[src/rtl/bsg_manycore_loader_arbiter_if.sv]
// rtl/bsg_manycore_loader_arbiter_if.sv - request, link, return and status bundle of the loader arbiter
interface bsg_manycore_loader_arbiter_if #(
    parameter int num_req_p       = 3,
    parameter int packet_width_p  = 128,
    parameter int return_width_p  = 64,
    parameter int load_id_width_p = 5,
    parameter int max_out_p       = 8
);
    localparam int cnt_width_lp = $clog2(max_out_p + 1);

    // requester side
    logic [num_req_p-1:0]                req_v_i;
    logic [num_req_p*packet_width_p-1:0] req_packet_i;
    logic [num_req_p-1:0]                req_ready_o;

    // loader link side
    logic                      link_v_o;
    logic [packet_width_p-1:0] link_packet_o;
    logic                      link_ready_i;
    logic                      link_return_v_i;
    logic [return_width_p-1:0] link_return_data_i;
    logic [load_id_width_p-1:0] link_return_id_i;
    logic                      link_return_yumi_o;

    // return fan-out to requesters
    logic [num_req_p-1:0]      ret_v_o;
    logic [return_width_p-1:0] ret_data_o;
    logic [num_req_p-1:0]      ret_yumi_i;

    // status
    logic [num_req_p*cnt_width_lp-1:0] out_credits_o;
    logic                              idle_o;
    logic                              err_o;

    modport slave (
        input  req_v_i, req_packet_i, link_ready_i, link_return_v_i,
               link_return_data_i, link_return_id_i, ret_yumi_i,
        output req_ready_o, link_v_o, link_packet_o, link_return_yumi_o,
               ret_v_o, ret_data_o, out_credits_o, idle_o, err_o
    );

    modport master (
        output req_v_i, req_packet_i, link_ready_i, link_return_v_i,
               link_return_data_i, link_return_id_i, ret_yumi_i,
        input  req_ready_o, link_v_o, link_packet_o, link_return_yumi_o,
               ret_v_o, ret_data_o, out_credits_o, idle_o, err_o
    );
endinterface

[src/rtl/bsg_manycore_loader_arbiter.sv]
// rtl/bsg_manycore_loader_arbiter.sv - round-robin loader link arbiter with tagging, credits and return routing (LOADER_ARB_FIXED_PRIO_EN selects fixed priority)
module bsg_manycore_loader_arbiter #(
    parameter int num_req_p       = 3,
    parameter int packet_width_p  = 128,
    parameter int return_width_p  = 64,
    parameter int load_id_width_p = 5,
    parameter int load_id_lsb_p   = 0,
    parameter int max_out_p       = 8
) (
    input logic clk_i,
    input logic reset_i,
    bsg_manycore_loader_arbiter_if.slave bus
);
    localparam int tag_width_lp = $clog2(num_req_p);
    localparam int cnt_width_lp = $clog2(max_out_p + 1);
    localparam int tag_lsb_lp   = load_id_lsb_p + load_id_width_p - tag_width_lp;

    logic                      link_v_q, link_v_d;
    logic [packet_width_p-1:0] link_packet_q, link_packet_d;
    logic [cnt_width_lp-1:0]   cnt_q [num_req_p];
    logic [cnt_width_lp-1:0]   cnt_d [num_req_p];
    logic                      err_q, err_d;
`ifndef LOADER_ARB_FIXED_PRIO_EN
    logic [tag_width_lp-1:0]   last_q, last_d;
`endif

    logic                      can_load;
    logic [num_req_p-1:0]      eligible;
    logic                      grant_v;
    logic [tag_width_lp-1:0]   grant_idx;
    logic [packet_width_p-1:0] tagged_packet;
    logic [tag_width_lp-1:0]   ret_tag;
    logic                      ret_tag_ok;
    logic [num_req_p-1:0]      ret_v;
    logic                      ret_yumi;
    logic                      unused_id_bits;

    // only the tag bits of the return id matter for routing
    assign unused_id_bits = ^bus.link_return_id_i;

    // pick the winning requester: nearest eligible index after the last grant (or lowest index in fixed mode)
    always_comb begin
        int d;
        int best_d;
        can_load  = ~link_v_q | bus.link_ready_i;
        grant_v   = 1'b0;
        grant_idx = '0;
        d         = 0;
        best_d    = num_req_p;
        for (int i = 0; i < num_req_p; i++) begin
            eligible[i] = bus.req_v_i[i] & (cnt_q[i] < cnt_width_lp'(max_out_p));
`ifdef LOADER_ARB_FIXED_PRIO_EN
            d = i;
`else
            d = (i + num_req_p - 1 - int'(last_q)) % num_req_p;
`endif
            if (eligible[i] && (d < best_d)) begin
                best_d    = d;
                grant_v   = can_load;
                grant_idx = tag_width_lp'(i);
            end
        end
    end

    // select the winner's packet and overwrite the top load_id bits with its index
    always_comb begin
        tagged_packet = '0;
        for (int i = 0; i < num_req_p; i++) begin
            if (grant_idx == tag_width_lp'(i)) begin
                tagged_packet = bus.req_packet_i[i*packet_width_p +: packet_width_p];
            end
        end
        tagged_packet[tag_lsb_lp +: tag_width_lp] = grant_idx;
    end

    // steer the return to its requester by tag; unknown tags are swallowed immediately
    always_comb begin
        logic sel_yumi;
        ret_tag    = bus.link_return_id_i[load_id_width_p-1 -: tag_width_lp];
        ret_tag_ok = (32'(ret_tag) < num_req_p);
        sel_yumi   = 1'b0;
        for (int i = 0; i < num_req_p; i++) begin
            ret_v[i] = bus.link_return_v_i & ret_tag_ok & (ret_tag == tag_width_lp'(i));
            sel_yumi = sel_yumi | (ret_v[i] & bus.ret_yumi_i[i]);
        end
        ret_yumi = reset_i & (ret_tag_ok ? sel_yumi : bus.link_return_v_i);
    end

    // next-state for buffer, credits, error flag and rr pointer
    always_comb begin
        logic inc;
        logic dec;
        logic zero_hit;
        link_v_d      = link_v_q;
        link_packet_d = link_packet_q;
        err_d         = err_q;
        zero_hit      = 1'b0;
        inc           = 1'b0;
        dec           = 1'b0;
        if (can_load) begin
            link_v_d = grant_v;
            if (grant_v) begin
                link_packet_d = tagged_packet;
            end
        end
        for (int i = 0; i < num_req_p; i++) begin
            inc      = grant_v & (grant_idx == tag_width_lp'(i));
            dec      = ret_yumi & ret_tag_ok & (ret_tag == tag_width_lp'(i)) & (cnt_q[i] != '0);
            zero_hit = zero_hit | (ret_yumi & ret_tag_ok & (ret_tag == tag_width_lp'(i)) & (cnt_q[i] == '0));
            cnt_d[i] = cnt_q[i];
            if (inc && !dec) begin
                cnt_d[i] = cnt_q[i] + cnt_width_lp'(1);
            end else if (dec && !inc) begin
                cnt_d[i] = cnt_q[i] - cnt_width_lp'(1);
            end
        end
        if ((ret_yumi && !ret_tag_ok) || zero_hit) begin
            err_d = 1'b1;
        end
`ifndef LOADER_ARB_FIXED_PRIO_EN
        last_d = grant_v ? grant_idx : last_q;
`endif
    end

    // state registers with asynchronous active-low reset
    always_ff @(posedge clk_i or negedge reset_i) begin
        if (!reset_i) begin
            link_v_q      <= 1'b0;
            link_packet_q <= '0;
            err_q         <= 1'b0;
            for (int i = 0; i < num_req_p; i++) begin
                cnt_q[i] <= '0;
            end
`ifndef LOADER_ARB_FIXED_PRIO_EN
            last_q        <= tag_width_lp'(num_req_p - 1);
`endif
        end else begin
            link_v_q      <= link_v_d;
            link_packet_q <= link_packet_d;
            err_q         <= err_d;
            for (int i = 0; i < num_req_p; i++) begin
                cnt_q[i] <= cnt_d[i];
            end
`ifndef LOADER_ARB_FIXED_PRIO_EN
            last_q        <= last_d;
`endif
        end
    end

    // drive outputs from registered state and the combinational grant/return paths
    always_comb begin
        logic all_zero;
        all_zero          = 1'b1;
        bus.out_credits_o = '0;
        for (int i = 0; i < num_req_p; i++) begin
            bus.req_ready_o[i] = reset_i & grant_v & (grant_idx == tag_width_lp'(i));
            bus.out_credits_o[i*cnt_width_lp +: cnt_width_lp] = cnt_q[i];
            all_zero = all_zero & (cnt_q[i] == '0);
        end
        bus.link_v_o           = link_v_q;
        bus.link_packet_o      = link_packet_q;
        bus.link_return_yumi_o = ret_yumi;
        bus.ret_v_o            = ret_v;
        bus.ret_data_o         = bus.link_return_data_i;
        bus.idle_o             = ~link_v_q & all_zero;
        bus.err_o              = err_q;
    end
endmodule

[src/flat_wrapper.sv]
// flat-port wrapper written by rule: the top's interface ports become plain ports
module bsg_manycore_loader_arbiter_flat 
#(
    parameter int num_req_p       = 3,
    parameter int packet_width_p  = 128,
    parameter int return_width_p  = 64,
    parameter int load_id_width_p = 5,
    parameter int load_id_lsb_p   = 0,
    parameter int max_out_p       = 8
)
  (clk_i, reset_i, bus_req_v_i, bus_req_packet_i, bus_link_ready_i, bus_link_return_v_i, bus_link_return_data_i, bus_link_return_id_i, bus_ret_yumi_i, bus_req_ready_o, bus_link_v_o, bus_link_packet_o, bus_link_return_yumi_o, bus_ret_v_o, bus_ret_data_o, bus_out_credits_o, bus_idle_o, bus_err_o);
  bsg_manycore_loader_arbiter_if #(.num_req_p(num_req_p), .packet_width_p(packet_width_p), .return_width_p(return_width_p), .load_id_width_p(load_id_width_p), .max_out_p(max_out_p)) bus_i ();
  input logic clk_i;
  input logic reset_i;
  input wire logic [$bits(bus_i.req_v_i)-1:0] bus_req_v_i;
  input wire logic [$bits(bus_i.req_packet_i)-1:0] bus_req_packet_i;
  input wire logic [$bits(bus_i.link_ready_i)-1:0] bus_link_ready_i;
  input wire logic [$bits(bus_i.link_return_v_i)-1:0] bus_link_return_v_i;
  input wire logic [$bits(bus_i.link_return_data_i)-1:0] bus_link_return_data_i;
  input wire logic [$bits(bus_i.link_return_id_i)-1:0] bus_link_return_id_i;
  input wire logic [$bits(bus_i.ret_yumi_i)-1:0] bus_ret_yumi_i;
  output wire logic [$bits(bus_i.req_ready_o)-1:0] bus_req_ready_o;
  output wire logic [$bits(bus_i.link_v_o)-1:0] bus_link_v_o;
  output wire logic [$bits(bus_i.link_packet_o)-1:0] bus_link_packet_o;
  output wire logic [$bits(bus_i.link_return_yumi_o)-1:0] bus_link_return_yumi_o;
  output wire logic [$bits(bus_i.ret_v_o)-1:0] bus_ret_v_o;
  output wire logic [$bits(bus_i.ret_data_o)-1:0] bus_ret_data_o;
  output wire logic [$bits(bus_i.out_credits_o)-1:0] bus_out_credits_o;
  output wire logic [$bits(bus_i.idle_o)-1:0] bus_idle_o;
  output wire logic [$bits(bus_i.err_o)-1:0] bus_err_o;
  assign bus_i.req_v_i = bus_req_v_i;
  assign bus_i.req_packet_i = bus_req_packet_i;
  assign bus_i.link_ready_i = bus_link_ready_i;
  assign bus_i.link_return_v_i = bus_link_return_v_i;
  assign bus_i.link_return_data_i = bus_link_return_data_i;
  assign bus_i.link_return_id_i = bus_link_return_id_i;
  assign bus_i.ret_yumi_i = bus_ret_yumi_i;
  assign bus_req_ready_o = bus_i.req_ready_o;
  assign bus_link_v_o = bus_i.link_v_o;
  assign bus_link_packet_o = bus_i.link_packet_o;
  assign bus_link_return_yumi_o = bus_i.link_return_yumi_o;
  assign bus_ret_v_o = bus_i.ret_v_o;
  assign bus_ret_data_o = bus_i.ret_data_o;
  assign bus_out_credits_o = bus_i.out_credits_o;
  assign bus_idle_o = bus_i.idle_o;
  assign bus_err_o = bus_i.err_o;
  bsg_manycore_loader_arbiter #(.num_req_p(num_req_p), .packet_width_p(packet_width_p), .return_width_p(return_width_p), .load_id_width_p(load_id_width_p), .load_id_lsb_p(load_id_lsb_p), .max_out_p(max_out_p)) u_core (.clk_i(clk_i), .reset_i(reset_i), .bus(bus_i));
endmodule
[config.mk]
export PLATFORM = sky130hd
export DESIGN_NAME = bsg_manycore_loader_arbiter_flat
export DESIGN_NICKNAME = d
export VERILOG_FILES = /design/src/rtl/bsg_manycore_loader_arbiter_if.sv /design/src/rtl/bsg_manycore_loader_arbiter.sv /design/src/flat_wrapper.sv
export SDC_FILE = /design/constraint.sdc
export NUM_CORES = 1
export LEC_CHECK = 0
export CAP_MARGIN = 25
export CORE_AREA = 2 2 264 266
export CTS_CLUSTER_SIZE = 16
export DETAILED_ROUTE_END_ITERATION = 16
export DIE_AREA = 0 0 266 268
export DONT_BUFFER_PORTS = 1
export PLACE_DENSITY = 0.3
export SETUP_SLACK_MARGIN = 0.5
export SLEW_MARGIN = 20
export SYNTH_ARGS = -nofsm -noshare
export SYNTH_HDL_FRONTEND = slang
export SYNTH_SLANG_ARGS = --single-unit
[constraint.sdc]
create_clock -name clk_i -period 11.38 [get_ports clk_i]
set_input_delay 3.414 -clock clk_i [delete_from_list [all_inputs] [get_ports clk_i]]
set_output_delay 3.414 -clock clk_i [all_outputs]
set_load 0.01 [all_outputs]
# After elaboration in Yosys (flattened, before gate mapping)
# Cells that the tools add are included.
# word_totals
ff_bits	144
in_bits	463
out_inout_bits	214
wordCells	114
# classes
add_sub_neg	9
n_div	3
order_cmp	7
eq_ne	4
n_mux	17
n_bitwise	37
reduce_logical	30
# op_table
cell	count
$mux 128	3
$mod 32x3->32 const B	3
$lt 32x32->1	2
$mux 32	2
$lt 32x3->1 const B	1
$and 1x1->1	31
$mux 4	6
$add 4x1->4 const B	3
$logic_not 4->1	3
$lt 4x4->1 const B	3
$reduce_bool 4->1	3
$sub 4x1->4 const B	3
$logic_and 1x1->1	10
$logic_not 1->1	7
$reduce_bool 2->1	3
$sub 2x2->3 const A	2
$mux 1	5
$or 1x1->1	5
$eq 2x1->1 const B	2
$eq 2x2->1 const B	2
$logic_not 2->1	2
$sub 3x2->4 const A	1
$lt 2x2->1 const B	1
$mux 2	1
3 further kinds	3

# Logic depth before layout (Yosys ltp)
# logic_depth
word_depth	17
depth_mapped	48

# Worst setup path before layout
# OpenSTA, ideal clock, no wires.
# synth_timing
path_kind	flip-flop to output port
from	register u_core.last_q[0]
to	output bus_req_ready_o[0]
arrival_ns	7.537
slack_ns	0.429
path_stages_with_launch	40
path_cell_list	dfrtp_1 > inv_1 > ha_1 > buf_2 > buf_2 > and3b_1 > inv_1 > ha_1 > buf_4 > a21boi_0 > o211a_1 > or3_1 > buf_2 > mux2i_1 > o211ai_1 > and4_4 > or2_1 > o211a_1 > [4 not listed] > o21ai_0 > a21oi_1 > o31ai_1 > clkbuf_1 > buf_2 > nor2_1 > a21oi_1 > ha_1 > o21ai_0 > o211a_1 > o32ai_1 > or3b_1 > and2_1 > buf_6 > a21o_1 > buf_6 > buf_6 > nor4b_2
# synth_between
elab_chain_len	13
elab_cells_between_ends	22
cone_classes	3 x add/sub; 3 x div; 3 x order compare; 7 x mux; 2 x bitwise; 4 x reduce/logical
# synth_lines
element	line	rtl
from (decl)	bsg_manycore_loader_arbiter.sv:24	logic [tag_width_lp-1:0] last_q, last_d;
from (signal assigned)	bsg_manycore_loader_arbiter.sv:135	last_q <= tag_width_lp'(num_req_p - 1);
from (signal assigned)	bsg_manycore_loader_arbiter.sv:145	last_q <= last_d;
$sub 2x2->3	bsg_manycore_loader_arbiter.sv:55	d = (i + num_req_p - 1 - int'(last_q)) % num_req_p;
$mod 32x3->32	bsg_manycore_loader_arbiter.sv:55	
$lt 32x3->1	bsg_manycore_loader_arbiter.sv:57	if (eligible[i] && (d < best_d)) begin
$logic_and 1x1->1	bsg_manycore_loader_arbiter.sv:57	
$mux 32	bsg_manycore_loader_arbiter.sv:57	
$lt 32x32->1	bsg_manycore_loader_arbiter.sv:57	
$logic_and 1x1->1	bsg_manycore_loader_arbiter.sv:57	
$mux 32	bsg_manycore_loader_arbiter.sv:57	
$lt 32x32->1	bsg_manycore_loader_arbiter.sv:57	
$logic_and 1x1->1	bsg_manycore_loader_arbiter.sv:57	
$mux 1 / $mux 2 (equally long branches)	bsg_manycore_loader_arbiter.sv:57	
$and 1x1->1 / $logic_not 2->1 (equally long branches)	bsg_manycore_loader_arbiter.sv:156	bus.req_ready_o[i] = reset_i & grant_v & (grant_idx == tag_width_lp'(i));
$and 1x1->1 (*)	bsg_manycore_loader_arbiter.sv:156	
to (decl)	flat_wrapper.sv:22	output wire logic [$bits(bus_i.req_ready_o)-1:0] bus_req_ready_o;
# Every way passes the cells marked *; elsewhere a longest branch is shown, timed or not.

# Worst setup path in the final report
# layout_timing
from	register u_core.last_q[1]
to	output bus_req_ready_o[0]
# Same word-level chain as after synthesis.

==> key figures <==
Critical path
  – Most Frequent Cell on Critical Path: buf_4
  – Crit end category: output pin
  – CP Launch Type: flip-flop
  – CP startpoint: u_core.last_q[1]
  – Critical Path RT: 7.97 ns
  – Slowest stage cell, crit path: dfstp_2
  – Worst path arrival time: 7.48 ns
  – Crit Path Category: flip-flop to output pin
  – Reg2reg start: u_core.last_q[1]
  – Delay of the slowest critical-path stage: 0.63 ns
  – CP delay by family, top: simple AND/OR/NAND/NOR gates
  – Critical-path maximum fanout: 6
  – Crit path buffers/inverters: 4

STA
  – Total negative slack: 0 ns
  – Max Slew Vio Count: 0
  – F_max: 91.79 MHz
  – Min Hold Slack: 0.5513 ns
  – Worst Clk Skew: 0.02450 ns
  – Least-Margin Pin Slew: 1.024 ns
  – Slew margin rel.: 0.3158
  – Crit path time final: 10.89 ns
  – Setup WS post-layout: 0.4853 ns
  – Endpoints failing hold: 0
  – Final Setup Violations: 0
  – RSZ-0062 raised after global routing: true
  – Tcrit/Tclk final: 0.9574

Routing
  – Vias per cell: 4.449
  – Drt pass-1 iters: 5
  – WL per Instance: 25.89 um
  – Final wirelength: 48830 um
  – Iteration-0 DRC Markers: 484
  – Routed Antenna Nets: 0
  – Vias: 8390
  – DRC Markers: 0

Floorplan
  – Starting density of the core: 0.1451
  – Die area: 71290 um2
  – Die width: 266 um
  – Core Area: 68230 um2
  – # IOs: 677
  – Die Ht: 268 um
  – Rows: 96

Final layout
  – Most frequent cells in the layout: nor2_1, dfrtp_1, mux2i_1, a221o_1, buf_4
  – NumNets Final: 1472
  – Area grow syn2layout: 21.15%
  – Final instance area: 11990 um2
  – Most common cell after layout, fill and taps aside: nor2_1
  – Share of post-route cells with drive strength above 1: 0.2198

Power
  – Switching Fraction: 0.4721
  – Reg power frac: 0.292
  – P_int: 2.174 mW
  – Sw power: 1.944 mW
  – Static Leak: 4.870 nW
  – Clk pwr share: 0.147
  – PwrDens: 343.4 nW/um2
  – IR drop worst, VDD: 0.1608 mV
  – Comb pwr share: 0.561

Clock tree
  – Number of H-tree levels: 4
  – Worst-Skew Late Latency: 0.49 ns
  – CTS Buffer Depth: 2
  – Root Driver: clkbuf_16
  – Clock transition at path regs: 0.08 ns
  – Total CTS buffers: 17
  – CTS tree: built
  – Clock sink total: 144
  – CTS Hold Bufs: 0

Logic synthesis
  – Main synth FF type: dfrtp_1
  – Mapped Area: 9899 um2
  – Synth cell types: 88
  – Synth Net Count: 1480
  – Post-synth EDFFs: 0
  – Synthesized instance count: 987
  – Sequential area share after synthesis: 0.3641
  – Synth Register Bits: 144
  – Synth Warn #: 0
  – FFs w/ async S/R, synth: 1.000
  – Mean Syn Cell Area: 10.03 um2

Global routing
  – Initial antenna violation count: 22
  – Gr usage total: 0.1308
  – Largest net degree at the start of global routing: 146
  – First-pass GRT wire length: 65960 um
  – Total grt overflow: 0
  – Vias in the first global route: 8331

Worst hold path
  – Hold_sp: u_core.bus.err_o
  – Tightest Hold Check Type: flip-flop to flip-flop

Place
  – Post-DP HPWL: 37710 um
  – I/O Buffers: 0
  – RD Place Congestion: 0.8286
  – DP Area: 10750 um2
  – Place WS: 0.5091 ns

Flow run
  – Maxcap violations: 0

Status
  – Status: complete, no violations
-- sequential cells by signal, summed over array words and instances, names as in the netlist --
| signal | cells |
|---|---|
| u_core.bus.link_packet_o | 128 |
| u_core.bus.out_credits_o | 12 |
| u_core.last_q | 2 |
| u_core.bus.err_o | 1 |
| u_core.bus.link_v_o | 1 |
-- repair_timing --
action / CTS / global route
setup endpoints to repair: 3 / 3
gates resized for setup: 41 / 25
buffers inserted: 16 / 13
pin swaps: 26 / 21
-- metrics by stage --
step / cells / utilization / total power [mW]
final: 1886 / 0.1758 / 4.118
after global routing: 1881 / 0.1756 / 4.422
after CTS: 1860 / 0.1716 / 4.131
after detailed placement: 1812 / 0.1576 / 3.409
after global placement: 1812 / 0.1576 / 3.406
after floorplan: 987 / - / 2.778
-- layout make-up --
cell class                      instances  area (um2)
Timing Repair Buffer                  108       865.8
Clock inverter                         15       188.9
Inverter                               17       63.81
Clock buffer                           17       425.4
Multi-Input combinational cell        691        5709
Sequential cell                       144        3606
Tap cell                              882        1104
Antenna cell                           12       30.03
Fill cell                            7547       56230
-- layer usage --
metal / routed length [um] / track usage
met5: 86 / 0
met4: 1307 / 0.04798
met3: 4204 / 0.05416
met2: 23720 / 0.2136
met1: 19510 / 0.1536
-- cells in the mapped netlist, types with 6 or more instances --
| cell | n | area (um2) |
|---|---|---|
| nor2_1 | 153 | 574.3 |
| dfrtp_1 | 143 | 3578 |
| mux2i_1 | 131 | 1311 |
| a221o_1 | 126 | 1261 |
| buf_4 | 68 | 510.5 |
| buf_2 | 34 | 170.2 |
| nand2_1 | 31 | 116.4 |
| ha_1 | 27 | 337.8 |
| clkbuf_1 | 21 | 78.83 |
| a21oi_1 | 19 | 95.09 |
| inv_1 | 16 | 60.06 |
| o21ai_0 | 15 | 75.07 |
| buf_6 | 12 | 135.1 |
| nor3_1 | 11 | 55.05 |
| a21o_1 | 10 | 75.07 |
| nand3_1 | 10 | 50.05 |
| xnor2_1 | 10 | 87.58 |
| and2_1 | 6 | 37.54 |
| o21a_1 | 6 | 45.04 |
-- path summary, 6_finish.rpt --
check | endpoint | slack [ns] | cells after the start
hold / removal | u_core.bus.err_o | 0.55 | 1
hold reg to reg | u_core.bus.err_o | 0.55 | 1
min in group asynchronous | u_core.bus.link_packet_o[64] | 2.62 | 0
max in group asynchronous | u_core.bus.link_packet_o[2] | 8.47 | 0
setup reg to reg | u_core.bus.out_credits_o[3] | 2.37 | 42
setup / recovery | bus_req_ready_o[0] | 0.49 | 33
-- logic make-up after synthesis --
family | after synthesis | synth area share
AOI/OAI and AO/OA | 245 | 0.2176
xor gates and xnor gates | 15 | 0.01479
adders and majority gates | 30 | 0.04019
buffers and inverters | 152 | 0.09682
DFF | 144 | 0.3641
muxes | 136 | 0.1393
and+or+nand+nor | 265 | 0.1271
-- power by group through the flow --
stage	Clock, mW	Combinational [mW]	Sequential [mW]
floorplan	0	1.72	1.06
global placement	0	2.18	1.23
detailed placement	0	2.20	1.21
CTS	0.636	2.28	1.21
global route	0.651	2.54	1.23
finish	0.604	2.31	1.20
Power figures use the tool's default switching activity.
